--- src/rtl/matrix_scan_sequencer_if.sv ---
// rtl/matrix_scan_sequencer_if.sv - scan request, matrix read and checker strobe bundle
//
// Purpose: groups every non-clock/reset signal of matrix_scan_sequencer.
//   master : the sequencer (drives reads, checker strobes, results, busy/done)
//   slave  : the game FSM, matrix storage and the two checkers
// Signals:
//   start, mode                         scan request from the game FSM
//   busy, done                          scan status back to the game FSM
//   rd_en, rd_col, rd_row               matrix storage read port
//   matrix_tile_valid, tile_col/row     qualifier/position of returned tile data
//   vert_tile, next_row, accumulate_row row-boundary strobes for the full-row checker
//   reset_collisions                    clear strobe for the collision checker
//   reset_matrix_full_check             clear strobe for the full-row checker
//   collision_occurred                  sticky flag from the collision checker
//   matrix_has_full_row, full_row_index verdict from the full-row checker
//   result_*                            captured verdicts
interface matrix_scan_sequencer_if;
  logic       start;
  logic       mode;
  logic       busy;
  logic       done;
  logic       rd_en;
  logic [3:0] rd_col;
  logic [5:0] rd_row;
  logic       matrix_tile_valid;
  logic [3:0] tile_col;
  logic [5:0] tile_row;
  logic [5:0] vert_tile;
  logic       next_row;
  logic       accumulate_row;
  logic       reset_collisions;
  logic       reset_matrix_full_check;
  logic       collision_occurred;
  logic       matrix_has_full_row;
  logic [5:0] full_row_index;
  logic       result_collision;
  logic       result_full_row;
  logic [5:0] result_row_index;

  modport master (
    input  start, mode, collision_occurred, matrix_has_full_row, full_row_index,
    output busy, done, rd_en, rd_col, rd_row, matrix_tile_valid, tile_col, tile_row,
           vert_tile, next_row, accumulate_row, reset_collisions,
           reset_matrix_full_check, result_collision, result_full_row, result_row_index
  );

  modport slave (
    output start, mode, collision_occurred, matrix_has_full_row, full_row_index,
    input  busy, done, rd_en, rd_col, rd_row, matrix_tile_valid, tile_col, tile_row,
           vert_tile, next_row, accumulate_row, reset_collisions,
           reset_matrix_full_check, result_collision, result_full_row, result_row_index
  );
endinterface

--- src/rtl/matrix_scan_sequencer.sv ---
// rtl/matrix_scan_sequencer.sv - one-pass playfield scan driving the collision and full-row checkers
//
// Purpose: on start, clears both checkers, reads every tile row by row (one-cycle
// read latency), emits tile-valid / row-boundary strobes, then captures the
// checker verdicts into result registers and pulses done.
// Ports:
//   clk    clock, all state on rising edge
//   reset  asynchronous active-high reset; forces IDLE and zeroes all outputs
//   bus    matrix_scan_sequencer_if.master (request, read port, checker strobes, results)
// Parameters:
//   WIDTH  columns per row (1..16), HEIGHT rows (1..64)
module matrix_scan_sequencer #(
  parameter int WIDTH  = 10,
  parameter int HEIGHT = 22
) (
  input  logic                    clk,
  input  logic                    reset,
  matrix_scan_sequencer_if.master bus
);

  localparam logic [2:0] IDLE    = 3'd0;
  localparam logic [2:0] CLEAR   = 3'd1;
  localparam logic [2:0] SCAN    = 3'd2;
  localparam logic [2:0] GAP     = 3'd3;
  localparam logic [2:0] ROW_END = 3'd4;
  localparam logic [2:0] DRAIN   = 3'd5;
  localparam logic [2:0] FINISH  = 3'd6;

  localparam logic [3:0] LAST_COL = 4'(WIDTH - 1);
  localparam logic [5:0] LAST_ROW = 6'(HEIGHT - 1);

  logic [2:0] state;
  logic [3:0] col_q;
  logic [5:0] row_q;
  logic       mode_q;
  logic       done_q;
  logic       tile_valid_q;
  logic [3:0] tile_col_q;
  logic [5:0] tile_row_q;
  logic       res_collision_q;
  logic       res_full_row_q;
  logic [5:0] res_row_index_q;

  logic scanning;
  logic early_exit;
  logic rd_en_w;
  logic row_strobe;

  // Collision mode abandons the pass as soon as the checker reports a hit;
  // that cycle must neither read nor close a row.
  assign scanning   = (state == SCAN) || (state == GAP) || (state == ROW_END);
  assign early_exit = scanning && !mode_q && bus.collision_occurred;
  assign rd_en_w    = (state == SCAN) && !early_exit;
  // CLEAR also pulses next_row (without accumulate) to arm the checker for row 0.
  assign row_strobe = (state == CLEAR) || ((state == ROW_END) && !early_exit);

  assign bus.busy                    = (state != IDLE);
  assign bus.done                    = done_q;
  assign bus.rd_en                   = rd_en_w;
  assign bus.rd_col                  = col_q;
  assign bus.rd_row                  = row_q;
  assign bus.matrix_tile_valid       = tile_valid_q;
  assign bus.tile_col                = tile_col_q;
  assign bus.tile_row                = tile_row_q;
  assign bus.vert_tile               = row_q;
  assign bus.next_row                = row_strobe;
  assign bus.accumulate_row          = (state == ROW_END) && !early_exit && mode_q;
  assign bus.reset_collisions        = (state == CLEAR);
  assign bus.reset_matrix_full_check = (state == CLEAR);
  assign bus.result_collision        = res_collision_q;
  assign bus.result_full_row         = res_full_row_q;
  assign bus.result_row_index        = res_row_index_q;

  always_ff @(posedge clk or posedge reset) begin
    if (reset) begin
      state           <= IDLE;
      col_q           <= 4'd0;
      row_q           <= 6'd0;
      mode_q          <= 1'b0;
      done_q          <= 1'b0;
      tile_valid_q    <= 1'b0;
      tile_col_q      <= 4'd0;
      tile_row_q      <= 6'd0;
      res_collision_q <= 1'b0;
      res_full_row_q  <= 1'b0;
      res_row_index_q <= 6'd0;
    end else begin
      done_q       <= 1'b0;
      tile_valid_q <= rd_en_w;
      // Tile position follows the read by one cycle and holds while invalid.
      if (rd_en_w) begin
        tile_col_q <= col_q;
        tile_row_q <= row_q;
      end

      case (state)
        IDLE: begin
          if (bus.start) begin
            mode_q <= bus.mode;
            state  <= CLEAR;
          end
        end
        CLEAR: begin
          col_q <= 4'd0;
          row_q <= 6'd0;
          state <= SCAN;
        end
        SCAN: begin
          if (early_exit) begin
            state <= DRAIN;
          end else if (col_q == LAST_COL) begin
            state <= GAP;
          end else begin
            col_q <= col_q + 4'd1;
          end
        end
        // GAP lets the row's last tile land before the row boundary strobe.
        GAP: begin
          state <= early_exit ? DRAIN : ROW_END;
        end
        ROW_END: begin
          if (early_exit) begin
            state <= DRAIN;
          end else if (row_q == LAST_ROW) begin
            state <= FINISH;
          end else begin
            row_q <= row_q + 6'd1;
            col_q <= 4'd0;
            state <= SCAN;
          end
        end
        DRAIN: begin
          state <= FINISH;
        end
        FINISH: begin
          res_collision_q <= bus.collision_occurred;
          res_full_row_q  <= bus.matrix_has_full_row;
          res_row_index_q <= bus.full_row_index;
          done_q          <= 1'b1;
          state           <= IDLE;
        end
        default: begin
          state <= IDLE;
        end
      endcase
    end
  end

endmodule
--- src/flat_wrapper.sv ---
// flat-port wrapper written by rule: the top's interface ports become plain ports
module matrix_scan_sequencer_flat 
#(
  parameter int WIDTH  = 10,
  parameter int HEIGHT = 22
)
  (clk, reset, bus_start, bus_mode, bus_collision_occurred, bus_matrix_has_full_row, bus_full_row_index, bus_busy, bus_done, bus_rd_en, bus_rd_col, bus_rd_row, bus_matrix_tile_valid, bus_tile_col, bus_tile_row, bus_vert_tile, bus_next_row, bus_accumulate_row, bus_reset_collisions, bus_reset_matrix_full_check, bus_result_collision, bus_result_full_row, bus_result_row_index);
  matrix_scan_sequencer_if bus_i ();
  input  logic clk;
  input  logic reset;
  input wire logic [$bits(bus_i.start)-1:0] bus_start;
  input wire logic [$bits(bus_i.mode)-1:0] bus_mode;
  input wire logic [$bits(bus_i.collision_occurred)-1:0] bus_collision_occurred;
  input wire logic [$bits(bus_i.matrix_has_full_row)-1:0] bus_matrix_has_full_row;
  input wire logic [$bits(bus_i.full_row_index)-1:0] bus_full_row_index;
  output wire logic [$bits(bus_i.busy)-1:0] bus_busy;
  output wire logic [$bits(bus_i.done)-1:0] bus_done;
  output wire logic [$bits(bus_i.rd_en)-1:0] bus_rd_en;
  output wire logic [$bits(bus_i.rd_col)-1:0] bus_rd_col;
  output wire logic [$bits(bus_i.rd_row)-1:0] bus_rd_row;
  output wire logic [$bits(bus_i.matrix_tile_valid)-1:0] bus_matrix_tile_valid;
  output wire logic [$bits(bus_i.tile_col)-1:0] bus_tile_col;
  output wire logic [$bits(bus_i.tile_row)-1:0] bus_tile_row;
  output wire logic [$bits(bus_i.vert_tile)-1:0] bus_vert_tile;
  output wire logic [$bits(bus_i.next_row)-1:0] bus_next_row;
  output wire logic [$bits(bus_i.accumulate_row)-1:0] bus_accumulate_row;
  output wire logic [$bits(bus_i.reset_collisions)-1:0] bus_reset_collisions;
  output wire logic [$bits(bus_i.reset_matrix_full_check)-1:0] bus_reset_matrix_full_check;
  output wire logic [$bits(bus_i.result_collision)-1:0] bus_result_collision;
  output wire logic [$bits(bus_i.result_full_row)-1:0] bus_result_full_row;
  output wire logic [$bits(bus_i.result_row_index)-1:0] bus_result_row_index;
  assign bus_i.start = bus_start;
  assign bus_i.mode = bus_mode;
  assign bus_i.collision_occurred = bus_collision_occurred;
  assign bus_i.matrix_has_full_row = bus_matrix_has_full_row;
  assign bus_i.full_row_index = bus_full_row_index;
  assign bus_busy = bus_i.busy;
  assign bus_done = bus_i.done;
  assign bus_rd_en = bus_i.rd_en;
  assign bus_rd_col = bus_i.rd_col;
  assign bus_rd_row = bus_i.rd_row;
  assign bus_matrix_tile_valid = bus_i.matrix_tile_valid;
  assign bus_tile_col = bus_i.tile_col;
  assign bus_tile_row = bus_i.tile_row;
  assign bus_vert_tile = bus_i.vert_tile;
  assign bus_next_row = bus_i.next_row;
  assign bus_accumulate_row = bus_i.accumulate_row;
  assign bus_reset_collisions = bus_i.reset_collisions;
  assign bus_reset_matrix_full_check = bus_i.reset_matrix_full_check;
  assign bus_result_collision = bus_i.result_collision;
  assign bus_result_full_row = bus_i.result_full_row;
  assign bus_result_row_index = bus_i.result_row_index;
  matrix_scan_sequencer #(.WIDTH(WIDTH), .HEIGHT(HEIGHT)) u_core (.clk(clk), .reset(reset), .bus(bus_i));
endmodule
--- config.mk ---
export PLATFORM = sky130hd
export DESIGN_NAME = matrix_scan_sequencer_flat
export DESIGN_NICKNAME = d
export VERILOG_FILES = /design/src/rtl/matrix_scan_sequencer_if.sv /design/src/rtl/matrix_scan_sequencer.sv /design/src/flat_wrapper.sv
export SDC_FILE = /design/constraint.sdc
export NUM_CORES = 1
export LEC_CHECK = 0
export CORE_MARGIN = 2
export CORE_UTILIZATION = 49
export CTS_CLUSTER_SIZE = 16
export DETAILED_ROUTE_END_ITERATION = 10
export GPL_ROUTABILITY_DRIVEN = 0
export PLACE_DENSITY = 0.84
export SLEW_MARGIN = 20
export SYNTH_ARGS = -nofsm -noshare
export SYNTH_HDL_FRONTEND = slang
export SYNTH_SLANG_ARGS = --single-unit
--- constraint.sdc ---
create_clock -name clk -period 3.6 [get_ports clk]
set_input_delay 0.36 -clock clk [delete_from_list [all_inputs] [get_ports clk]]
set_output_delay 0.36 -clock clk [all_outputs]
set_load 0.01 [all_outputs]
Word level (Yosys, flattened, before mapping)
Index checks and enable logic that the tools add are counted.
Operators by class
  reduce and logical (&&, ||, !) cells: 18
  multiplexer cells: 16
  eq/ne operators: 14
  add/subtract/negate cells: 2
Operator list (number)
  $pmux 3 s6: 1
  $mux 4: 4
  $mux 3: 5
  $mux 6: 2
  $pmux 4 s3: 1
  $pmux 6 s2: 1
  $ne 2x2->1 const B: 5
  $eq 3x3->1 const B: 3
  $add 6x1->6 const B: 1
  $eq 3x2->1 const B: 2
  $eq 6x5->1 const B: 1
  $reduce_bool 3->1: 2
  $logic_and 1x1->1: 5
  $reduce_and 5->1: 1
  $add 4x1->4 const B: 1
  $eq 4x4->1 const B: 1
  $reduce_and 2->1: 2
  $eq 3x1->1 const B: 1
  $logic_not 3->1: 1
  $logic_or 1x1->1: 3
  $ne 3x2->1 const B: 1
  $reduce_and 3->1: 1
  $logic_not 1->1: 2
  $mux 1: 2
  $reduce_bool 2->1: 1
Word-level totals
  bits in registers: 34
  output and inout port bits: 42
  logic and storage cells: 61

Depth between registers and ports, before layout
Gate-level depths: netlist (run 1).
  depth after elaboration: 8
  gate-level depth with buffers: 7
  gate-level depth less buffers: 7

Worst setup path after synthesis (run 1)
No wires, ideal clock.
  kind: register to register
  from: register u_core.row_q[0], in the netlist u_core.bus.rd_row[0]
  to: register u_core.row_q[1], in the netlist u_core.bus.rd_row[1]
  required time: 3.475 ns
  library setup time: 0.125 ns
  period minus slack after synthesis: 1.819 ns
  setup slack: 1.781 ns
  data arrival time: 1.695 ns
  path buffers: 0
  stages on the path, launching flop included: 7
  path through: dfrtp_1 > ha_1 > nor2b_1 > and3_4 > or2_1 > nor2_1 > mux2_2
On the way
  word-level cells in the longest chain between the ends: 4
  elaborated cells between the ends (all ways): 7
  those cells by class: add/sub (1); eq/ne (2); mux (3); reduce/logical (1)
RTL lines
  start: declaration: RTL line matrix_scan_sequencer.sv:34  | logic [5:0] row_q;
  start signal: assignment: RTL line matrix_scan_sequencer.sv:127  | row_q <= row_q + 6'd1;
  $add 6x1->6: RTL line matrix_scan_sequencer.sv:127
  $mux 6: RTL line matrix_scan_sequencer.sv:124  | end else if (row_q == LAST_ROW) begin
  $mux 6: RTL line matrix_scan_sequencer.sv:122  | if (early_exit) begin
  $pmux 6 s2: RTL line matrix_scan_sequencer.sv:96  | case (state)
Several ways; a longest one is shown, not always the timed one. The select of a mux whose other input is x is not followed.
A chain may end at the register's enable or synchronous reset.

Final worst setup path (run 1)
  from: register u_core.state[2]
  to: output bus_accumulate_row
On the way
  word-level cells in the longest chain between the ends: 8
  elaborated cells between the ends (all ways): 10
  those cells by class: eq/ne (3); reduce/logical (7)
RTL lines
  start: declaration: RTL line matrix_scan_sequencer.sv:32  | logic [2:0] state;
  start signal: assignment: RTL line matrix_scan_sequencer.sv:119  | state <= early_exit ? DRAIN : ROW_END;
  $eq 3x2->1: RTL line matrix_scan_sequencer.sv:51  | assign scanning = (state == SCAN) || (state == GAP) || (state == ROW_END);
  $logic_or 1x1->1 (2 in a row): RTL line matrix_scan_sequencer.sv:51
  $logic_and 1x1->1 (2 in a row): RTL line matrix_scan_sequencer.sv:52  | assign early_exit = scanning && !mode_q && bus.collision_occurred;
  $logic_not 1->1: RTL line matrix_scan_sequencer.sv:67  | assign bus.accumulate_row = (state == ROW_END) && !early_exit && mode_q;
  $logic_and 1x1->1 (*) (2 in a row): RTL line matrix_scan_sequencer.sv:67
  end: declaration: RTL line flat_wrapper.sv:26  | output wire logic [$bits(bus_i.accumulate_row)-1:0] bus_accumulate_row;
Every way passes the cells marked *; elsewhere a longest branch is shown, timed or not.

==> reports/summary.txt, run 1 <==
Pin count of the biggest net entering global routing - 31
Final wirelength - 3.893 mm
Crit path cell chain - inv_1 -> nor3_1 -> and2_1 -> clkdlybuf4s50_1
DRC errors left - 0
Max Cap Violations - 0
Grt total ovfl - 0
Period minus WS final - 2617 ps
GR Util met1 - 26.19%
CP Depth - 4
Post-synth top area share - 50.60%
Initial antenna violation count - 0
VDD IR max - 0.0004165 V
DR vias - 1,439
RSZ-0062 raised after global routing - false
Mean area per synthesized cell - 9.892 µm²
Met3 GRT Util - 5.586%
Synth warn - 0
Pwr per Cell Area - 697.5 mW/mm²
Clk_skew - 6.021 ps
XOR/XNOR share of the synthesized area - 1.042%
CTS root buf - clkbuf_4
Post-route ant nets - 0
Chip width - 62.58 µm
Period utilisation layout - 72.69%
Peak Freq - 0.3821 GHz
Final hold violation count - 0
#FFs+latches synth - 34
Cell variety after synth - 38
Routed len/inst - 14.69 µm
Global-route usage over all layers - 21.47%
Post-Synth Simple-Gate Area - 22.25%
Clock Pin Slew Worst Setup and Hold Paths - 110 ps
Site row count - 21
Die Height - 62.58 µm
Most Used Layer, Global Route - met2
First-pass GRT wire length - 6.706 mm
CP max-delay cell - dfrtp_1
Top Ports - 54
Ant diodes - 0
Vias per cell - 5.430
Worst skew pair latency - 330 ps
Worst slew pin tran - 612.2 ps
1st-iter DRT viols - 79
H-tree depth - 2
Most frequent cells in the layout - clkdlybuf4s50_1, dfrtp_1, nand2_1, mux2_2, o21ai_0
CTS tree - done
Layout cells sized above 1 - 10.05%
Slew HR - 59.13%
Req. time, crit path - 3240 ps
Reg area - 850.8 µm²
CP Launch Type - flop
Vias in the first global route - 1,441
Main synth FF type - dfrtp_1
Critical Path End Type - output port
CTS resizes - 0
Finished Layout Cells - 265
Main combinational cell family by area after synthesis - simple AND/OR/NAND/NOR gates
CP Buf/Inv Count - 2
Post-Syn Instances - 170
Hold_buf cts - 0
Die area - 0.003916 mm²
Drt first pass iters - 4
Mux contribution to synthesized area - 7.961%
Cts bufs inserted - 5
Max Fanout on Critical Path - 17
Top post-synthesis cells by area - dfrtp_1, mux2_2, nand2_1
Detailed Place HPWL - 2.774 mm
Family with the most delay on the worst path - buffers and inverters
Layout area overhead - 34.60%
Design area - 0.002263 mm²
Most common cell after layout, fill and taps aside - clkdlybuf4s50_1
Layout fillers - 277
Setup TNS - 0 ps
Syn_nets - 186
Worst hold path class - primary input to asynchronous set/reset pin
Sequential-to-total area share from yosys stat - 50.60%
Critical setup path kind - flop to output port
Postcts setup bufs - 0
Fin. max-slew vios - 0
Critical Path Max Stage Delay - 660 ps
Static Leak - 0.9931 nW
Async set-reset flop share out of synthesis - 100.0%
Area post-placement - 0.002203 mm²
Placed instance count - 257
Depth of the most critical reg-to-reg path - 5
Longest Clk Path Bufs - 2
Final Setup Violations - 0
Status - completed
Post-synth EDFFs - 0
Complex-gate fraction of the synthesized area - 9.003%
Total core area - 0.003311 mm²
Top cell type by total area after synthesis - dfrtp_1
Initial Util - 50.79%
# port buffers - 53
Adder-Cell Fraction of Synth Area - 2.976%
Area of the multi-input gates - 726.9 µm²
CTS Sinks - 34
Fin nets - 234
Met2 usage - 35.62%
Mapped Area - 0.001682 mm²
Crit path DAT - 2260 ps
-- cell type report --
cell class | count | area share [%]
multi-input cells | 116 | 32.12
flip-flops and latches | 34 | 37.59
clock inverters | 1 | 0.2211
repair buffers | 55 | 24.10
inverters | 6 | 0.9950
clock buffers | 7 | 2.432
well taps | 46 | 2.543
-- cells in the mapped netlist, types with 2 or more instances --
cell and n:
dfrtp_1 34, nand2_1 31, mux2_2 11, o21ai_0 9
buf_4 7, nor2_1 7, a21oi_1 6, clkbuf_1 5
inv_1 5, nand3_1 5, ha_1 4, nand3b_1 4
nor3_1 4, nand2b_1 3, nand4_1 3, nor2b_1 3
or3_1 3, a21o_1 2, and3b_1 2, nor4b_1 2
o31ai_1 2, xnor2_1 2
-- metal layers --
metal | share of wire [%] | vias up
met3 | 6.8 | 9
li1 | - | 671
met5 | 0 | -
met1 | 41 | 690
met4 | 2.1 | 0
met2 | 50 | 69
-- stage by stage --
| step | worst slack, ps | hold WS, ps | power [mW] | util, % |
|---|---|---|---|---|
| detailed placement | 1391 | 468.8 | 1.357 | 66.55 |
| global route | 877.6 | 450.8 | 1.685 | 68.37 |
| CTS | 1017 | 492.4 | 1.580 | 68.37 |
| finish | 983.1 | 411.6 | 1.579 | 68.37 |
| floorplan | 1781 | 465.4 | 1.014 | - |
| global placement | 1474 | 459.5 | 1.329 | 66.55 |
-- cell families (layout without fill, tap and decap cells) --
| group | count (synthesis) | count (layout) |
|---|---|---|
| xor+xnor | 2 | 2 |
| simple gates | 73 | 73 |
| mux | 12 | 12 |
| buf+inv | 20 | 69 |
| compound gates | 25 | 25 |
| fa+ha+maj | 4 | 4 |
| flops | 34 | 34 |
-- final timing paths --
| kind | from | end | slack (ps) |
|---|---|---|---|
| worst max-delay path | u_core.state[2] | bus_accumulate_row | 980 |
| worst min-delay path | reset | u_core.bus.rd_row[4] | 410 |
| worst max register to register | u_core.state[2] | u_core.bus.rd_row[1] | 1630 |
| worst min register to register | u_core.bus.tile_col[1] | u_core.bus.tile_col[1] | 490 |
| max in group asynchronous | reset | u_core.bus.tile_col[1] | 2680 |
| min in group clk | u_core.bus.tile_col[1] | u_core.bus.tile_col[1] | 490 |
-- state kept, by name, summed over array words and instances, names as in the netlist, 3 cells and up --
register and cells:
u_core.bus.rd_row 6, u_core.bus.result_row_index 6, u_core.bus.tile_row 6, u_core.bus.rd_col 4, u_core.bus.tile_col 4, u_core.state 3
-- where the power goes --
group	internal, mW	total, mW	switching [mW]
Sequential	0.493	0.638	0.145
Combinational	0.392	0.718	0.326
Clock	0.0947	0.223	0.128
Total	0.980	1.58	0.599
Note: power is estimated with default switching activity, not from simulation.
==> run 2, diff against run 1 <==
CORE_UTILIZATION = 41   (was 49)
PLACE_DENSITY = 0.75   (was 0.84)
clock period = 2.3 ns   (was 3.6 ns; I/O delays follow)
==> run 2 against run 1 <==
Effect of this change: register-to-register slack worse by 1200 ps; first-iteration DRC count is 29% lower; non-clock buffer count is 5 higher; worst hold slack worse by 78 ps; core utilization is 9.2 points lower; die area is 18% higher; clock power is 100% higher; sequential share of layout area is 1.3 points lower; clock skew is 0.95 ps lower; cell area is 3.8% higher; cell count is 3.4% higher; total power is 67% higher.
==> reports/summary.txt, run 2 (synthesis results as in run 1) <==
Status - completed
Layout area overhead - 39.66%
Clk_skew - 5.069 ps
Area of the multi-input gates - 737.0 µm²
Vias per cell - 5.230
Routed len/inst - 13.99 µm
Final Setup Violations - 0
Metal3 WL - 275 µm
CTS tree - done
Family with the most delay on the worst path - buffers and inverters
# port buffers - 53
Global-route usage over all layers - 18.68%
Cts bufs inserted - 5
DR vias - 1,433
Initial antenna violation count - 0
Slew HR - 66.86%
Worst slew pin tran - 496.1 ps
CP Launch Type - flop
Worst hold path class - primary input to asynchronous set/reset pin
CP Buf/Inv Count - 1
Top Ports - 54
Req. time, crit path - 2070 ps
Chip width - 68.04 µm
Reg area - 852.1 µm²
Ant diodes - 0
Fin nets - 239
Design area - 0.002349 mm²
Vias in the first global route - 1,318
CP max-delay cell - clkdlybuf4s50_1
Clock Pin Slew Worst Setup and Hold Paths - 70 ps
Peak Freq - 0.4712 GHz
Layout cells sized above 1 - 12.95%
Met2 Wirelength - 1.831 mm
Worst skew pair latency - 290 ps
VDD IR max - 0.0005550 V
Hold_buf cts - 0
Die Height - 68.04 µm
Pin count of the biggest net entering global routing - 35
Fin. max-slew vios - 0
Crit path DAT - 1890 ps
RSZ-0062 raised after global routing - false
Depth of the most critical reg-to-reg path - 7
CTS Sinks - 34
Total core area - 0.003971 mm²
Layout fillers - 350
Period utilisation layout - 92.27%
Critical Path End Type - output port
Initial Util - 42.34%
Setup TNS - 0 ps
1st-iter DRT viols - 56
Final total power - 2.630 mW
Pwr per Cell Area - 1120 mW/mm²
Max Cap Violations - 0
Final wirelength - 3.832 mm
Die area - 0.004629 mm²
Max layer used - met4
Static Leak - 1.034 nW
Metal-1 WL - 1.668 mm
Flop2flop setup slack - 400 ps
Max Fanout on Critical Path - 10
First-pass GRT wire length - 6.375 mm
Grt total ovfl - 0
Site row count - 23
Reg-to-reg endpoint - u_core.bus.rd_col[2]
Cell mode on critical path - nor2_1
Drt first pass iters - 4
Crit path cell chain - nor2_1 -> nand3b_1 -> nor2_1 -> clkdlybuf4s50_1
RR Startpoint - u_core.bus.rd_col[1]
Critical setup path kind - flop to output port
Detailed Place HPWL - 2.752 mm
Most common cell after layout, fill and taps aside - clkdlybuf4s50_1
DRC errors left - 0
CTS root buf - clkbuf_8
Longest Clk Path Bufs - 2
Post-route ant nets - 0
Most frequent cells in the layout - clkdlybuf4s50_1, dfrtp_1, nand2_1, mux2_2, o21ai_0
Area post-placement - 0.002246 mm²
Critical Path Max Stage Delay - 550 ps
Period minus WS final - 2122 ps
H-tree depth - 2
Final hold violation count - 0
## run 2: routing by layer
metal / global-route usage (%) / vias up
met1: 24.79 / 696
li1: - / 681
met2: 28.88 / 50
met5: 0 / -
met4: 6.000 / 0
met3: 6.086 / 6
## run 2: report_power, final
part           switching, mW  leakage [nW]  internal [mW]
clock network          0.210        0.0482          0.241
logic                  0.581         0.540          0.659
registers              0.161         0.445          0.776
total                  0.953          1.03           1.68
## run 2: cell type report
| cell class | count | area share, % |
|---|---|---|
| flip-flops and latches | 34 | 36.28 |
| multi-input cells | 116 | 31.38 |
| repair buffers | 60 | 24.83 |
| clock buffers | 7 | 3.676 |
| well taps | 50 | 2.664 |
| inverters | 6 | 0.9590 |
| clock inverters | 1 | 0.2131 |
## run 2: stage by stage
step | utilization, % | std cells | hold slack (ps) | worst slack (ps)
finish | 59.14 | 274 | 333.5 | 177.9
global route | 59.14 | 274 | 398.4 | 64.87
CTS | 58.88 | 274 | 341.3 | 81.76
detailed placement | 56.55 | 266 | 460.8 | 353.6
global placement | 56.55 | 266 | 459.8 | 388.4
floorplan | - | 170 | 335.4 | 480.8
## run 2: what timing repair did
| item | in CTS | in global routing |
|---|---|---|
| resized for setup | 1 | 2 |
| setup buffers | 0 | 0 |
| setup endpoints to repair | 1 | 3 |
## run 2: how the worst max path moves through the flow
stage | depth (start not counted) | slack, ps | endpoint | from
floorplan | 6 | 480 | u_core.bus.rd_row[1] | u_core.bus.rd_row[0]
global placement | 4 | 390 | bus_accumulate_row | u_core.state[2]
detailed placement | 6 | 350 | u_core.bus.rd_col[2] | bus_collision_occurred
CTS | 2 | 80 | bus_reset_collisions | u_core.state[0]
global route | 4 | 60 | bus_accumulate_row | u_core.state[2]
finish | 4 | 180 | bus_next_row | u_core.state[0]
## run 2: worst min-delay path: cells and delay by family
family | cells | cell delay, ps
buffers and inverters | 3 | 820
==> run 3, diff against run 2 <==
ABC_AREA = 1   (was default)
==> run 3 against run 2 <==
Effect of this change: synthesized area up 2.2%; sequential cell count unchanged; count of clock-buffer cells in the layout down 2; non-clock buffer count down 6; worst hold slack about the same; cell count up 11%; wire length down 4.6%; synthesized cell count up 19%; maximum frequency up 0.89%; first-iteration DRC count up 130%; clock skew down 1.2 ps.
==> reports/summary.txt, run 3 <==
Status - completed
Cell mode on critical path - nand2_1
Critical Path End Type - output port
Detailed Place HPWL - 2.691 mm
CTS Sinks - 34
Vias in the first global route - 1,296
Layout area overhead - 35.25%
Reg area - 852.1 µm²
Layout fillers - 371
Crit path cell chain - nor2_2 -> nand2_2 -> inv_2 -> nand2_1 -> nand2_1 -> clkdlybuf4s50_1
Final Setup Violations - 0
Worst slew pin tran - 417.1 ps
Reg-to-reg endpoint - u_core.bus.rd_row[1]
Most common cell in the netlist - nand2_1
Final hold violation count - 0
Most common cell after layout, fill and taps aside - nand2_1
DRC errors left - 0
Initial antenna violation count - 0
Fin nets - 271
Most frequent cells in the layout - nand2_1, clkdlybuf4s50_1, dfrtp_1, inv_1, nor2_1
Depth of the most critical reg-to-reg path - 10
Critical setup path kind - flop to output port
Clk_skew - 3.823 ps
Family with the most delay on the worst path - buffers and inverters
Placed instance count - 298
Cts bufs inserted - 5
VDD IR max - 0.0004007 V
Hold_buf cts - 0
Post-synth EDFFs - 0
Final wirelength - 3.656 mm
Pin count of the biggest net entering global routing - 35
Top post-synthesis cells by area - dfrtp_1, nand2_1, inv_1
CP Buf/Inv Count - 2
Post-Syn Instances - 203
Worst hold path class - primary input to asynchronous set/reset pin
Die Height - 68.73 µm
Post-route ant nets - 0
Max Fanout on Critical Path - 7
Longest Clk Path Bufs - 2
Syn_nets - 219
DR vias - 1,458
# port buffers - 53
Vias per cell - 4.780
Global-route usage over all layers - 17.63%
Cell variety after synth - 24
Die area - 0.004724 mm²
Routed len/inst - 11.99 µm
Chip width - 68.73 µm
Total core area - 0.004029 mm²
Postcts setup bufs - 0
Synth cell count leaders - nand2_1, dfrtp_1, inv_1
Setup TNS - 0 ps
RR Startpoint - u_core.bus.rd_row[1]
CTS root buf - clkbuf_8
Finished Layout Cells - 305
Drt first pass iters - 4
CP Launch Type - flop
Top Ports - 54
Ant diodes - 0
Async set-reset flop share out of synthesis - 100.0%
Site row count - 23
Static Leak - 1.107 nW
Fin. max-slew vios - 0
Clock Pin Slew Worst Setup and Hold Paths - 70 ps
Slew HR - 72.19%
Main synth FF type - dfrtp_1
Req. time, crit path - 2070 ps
CTS resizes - 0
Grt total ovfl - 0
Sequential-to-total area share from yosys stat - 49.53%
Post-synth top area share - 49.53%
Crit path DAT - 1870 ps
Period utilisation layout - 91.45%
H-tree depth - 2
Synth warn - 0
Flop2flop setup slack - 770 ps
Max Cap Violations - 0
#FFs+latches synth - 34
Peak Freq - 0.4754 GHz
Mean area per synthesized cell - 8.463 µm²
Initial Util - 42.64%
First-pass GRT wire length - 6.051 mm
Pwr per Cell Area - 1044 mW/mm²
Top cell type by total area after synthesis - dfrtp_1
Worst skew pair latency - 290 ps
CTS tree - done
Layout cells sized above 1 - 13.33%
RSZ-0062 raised after global routing - false
1st-iter DRT viols - 129
Final design utilization - 57.67%
Mapped Area - 0.001718 mm²
Area of the multi-input gates - 713.2 µm²
Period minus WS final - 2103 ps
CP max-delay cell - clkdlybuf4s50_1
Critical Path Max Stage Delay - 540 ps
-- run 3: cell count changes in the layout (fill, tap and decap cells not counted), sizes merged, moves of 5 or more --
cell   change
buf        -6
inv       +16
mux2      -11
nand2     +46
nand3      +5
nor2      +10
-- run 3: cell families (layout without fill, tap and decap cells) --
group                    count (synthesis)  after routing  share of synthesized area (%)
adder cells (fa/ha/maj)                  4              4                          2.913
AO/OA/AOI/OAI                           17             17                          6.482
buffers and inverters                   30             82                          8.958
XOR/XNOR                                 4              4                          2.040
flip-flops                              34             34                          49.53
AND/OR/NAND/NOR                        114            114                          30.08
-- run 3: routing by layer --
| metal | part of all wire (%) | global-route usage (%) |
|---|---|---|
| met3 | 7.2 | 4.545 |
| met2 | 44 | 26.32 |
| met5 | 0 | 0 |
| met4 | 2.6 | 8.824 |
| met1 | 46 | 23.66 |
-- run 3: worst max-delay path by stage --
stage          depth (start not counted)                    to              startpoint
6_report                               6          bus_next_row         u_core.state[0]
4_1_cts                                6          bus_next_row         u_core.state[0]
3_3_place_gp                           7          bus_next_row  bus_collision_occurred
2_1_floorplan                         10  u_core.bus.rd_row[1]    u_core.bus.rd_row[1]
3_5_place_dp                           7          bus_next_row  bus_collision_occurred
5_1_grt                                6          bus_next_row         u_core.state[0]
-- run 3: power breakdown --
group	switching [mW]	internal, mW	total [mW]
clock network	0.212	0.203	0.415
logic	0.588	0.509	1.10
registers	0.150	0.764	0.914
total	0.951	1.48	2.43
-- run 3: cell type report --
type	instances	area share, %
tap	50	2.693
sequential	34	36.67
inverter	21	3.393
timing repair buffer	54	23.16
clock inverter	2	0.4308
multi-input combinational	139	30.69
clock buffer	5	2.962
-- run 3: worst register-to-register path, cell delays in order (launching register included) --
cell and delay, ps:
dfrtp_1 420, inv_1 100, ha_1 180, nand2_1 60
nor2_1 40, nand2_1 60, nand2_1 70, nand2_2 160
nand2_2 150, nand2_1 80, o21ai_0 70
-- run 3: through the flow --
step / hold slack, ps / area, µm² / total power [mW] / setup WS, ps
6_report: 333.3 / 2323 / 2.427 / 196.7
2_1_floorplan: 346.7 / 1718 / 1.558 / 911.2
3_3_place_gp: 453.7 / 2243 / 2.005 / 411.5
5_1_grt: 393.8 / 2323 / 2.613 / 52.79
4_1_cts: 344.2 / 2322 / 2.449 / 144.6
3_5_place_dp: 458.4 / 2243 / 2.028 / 394.4
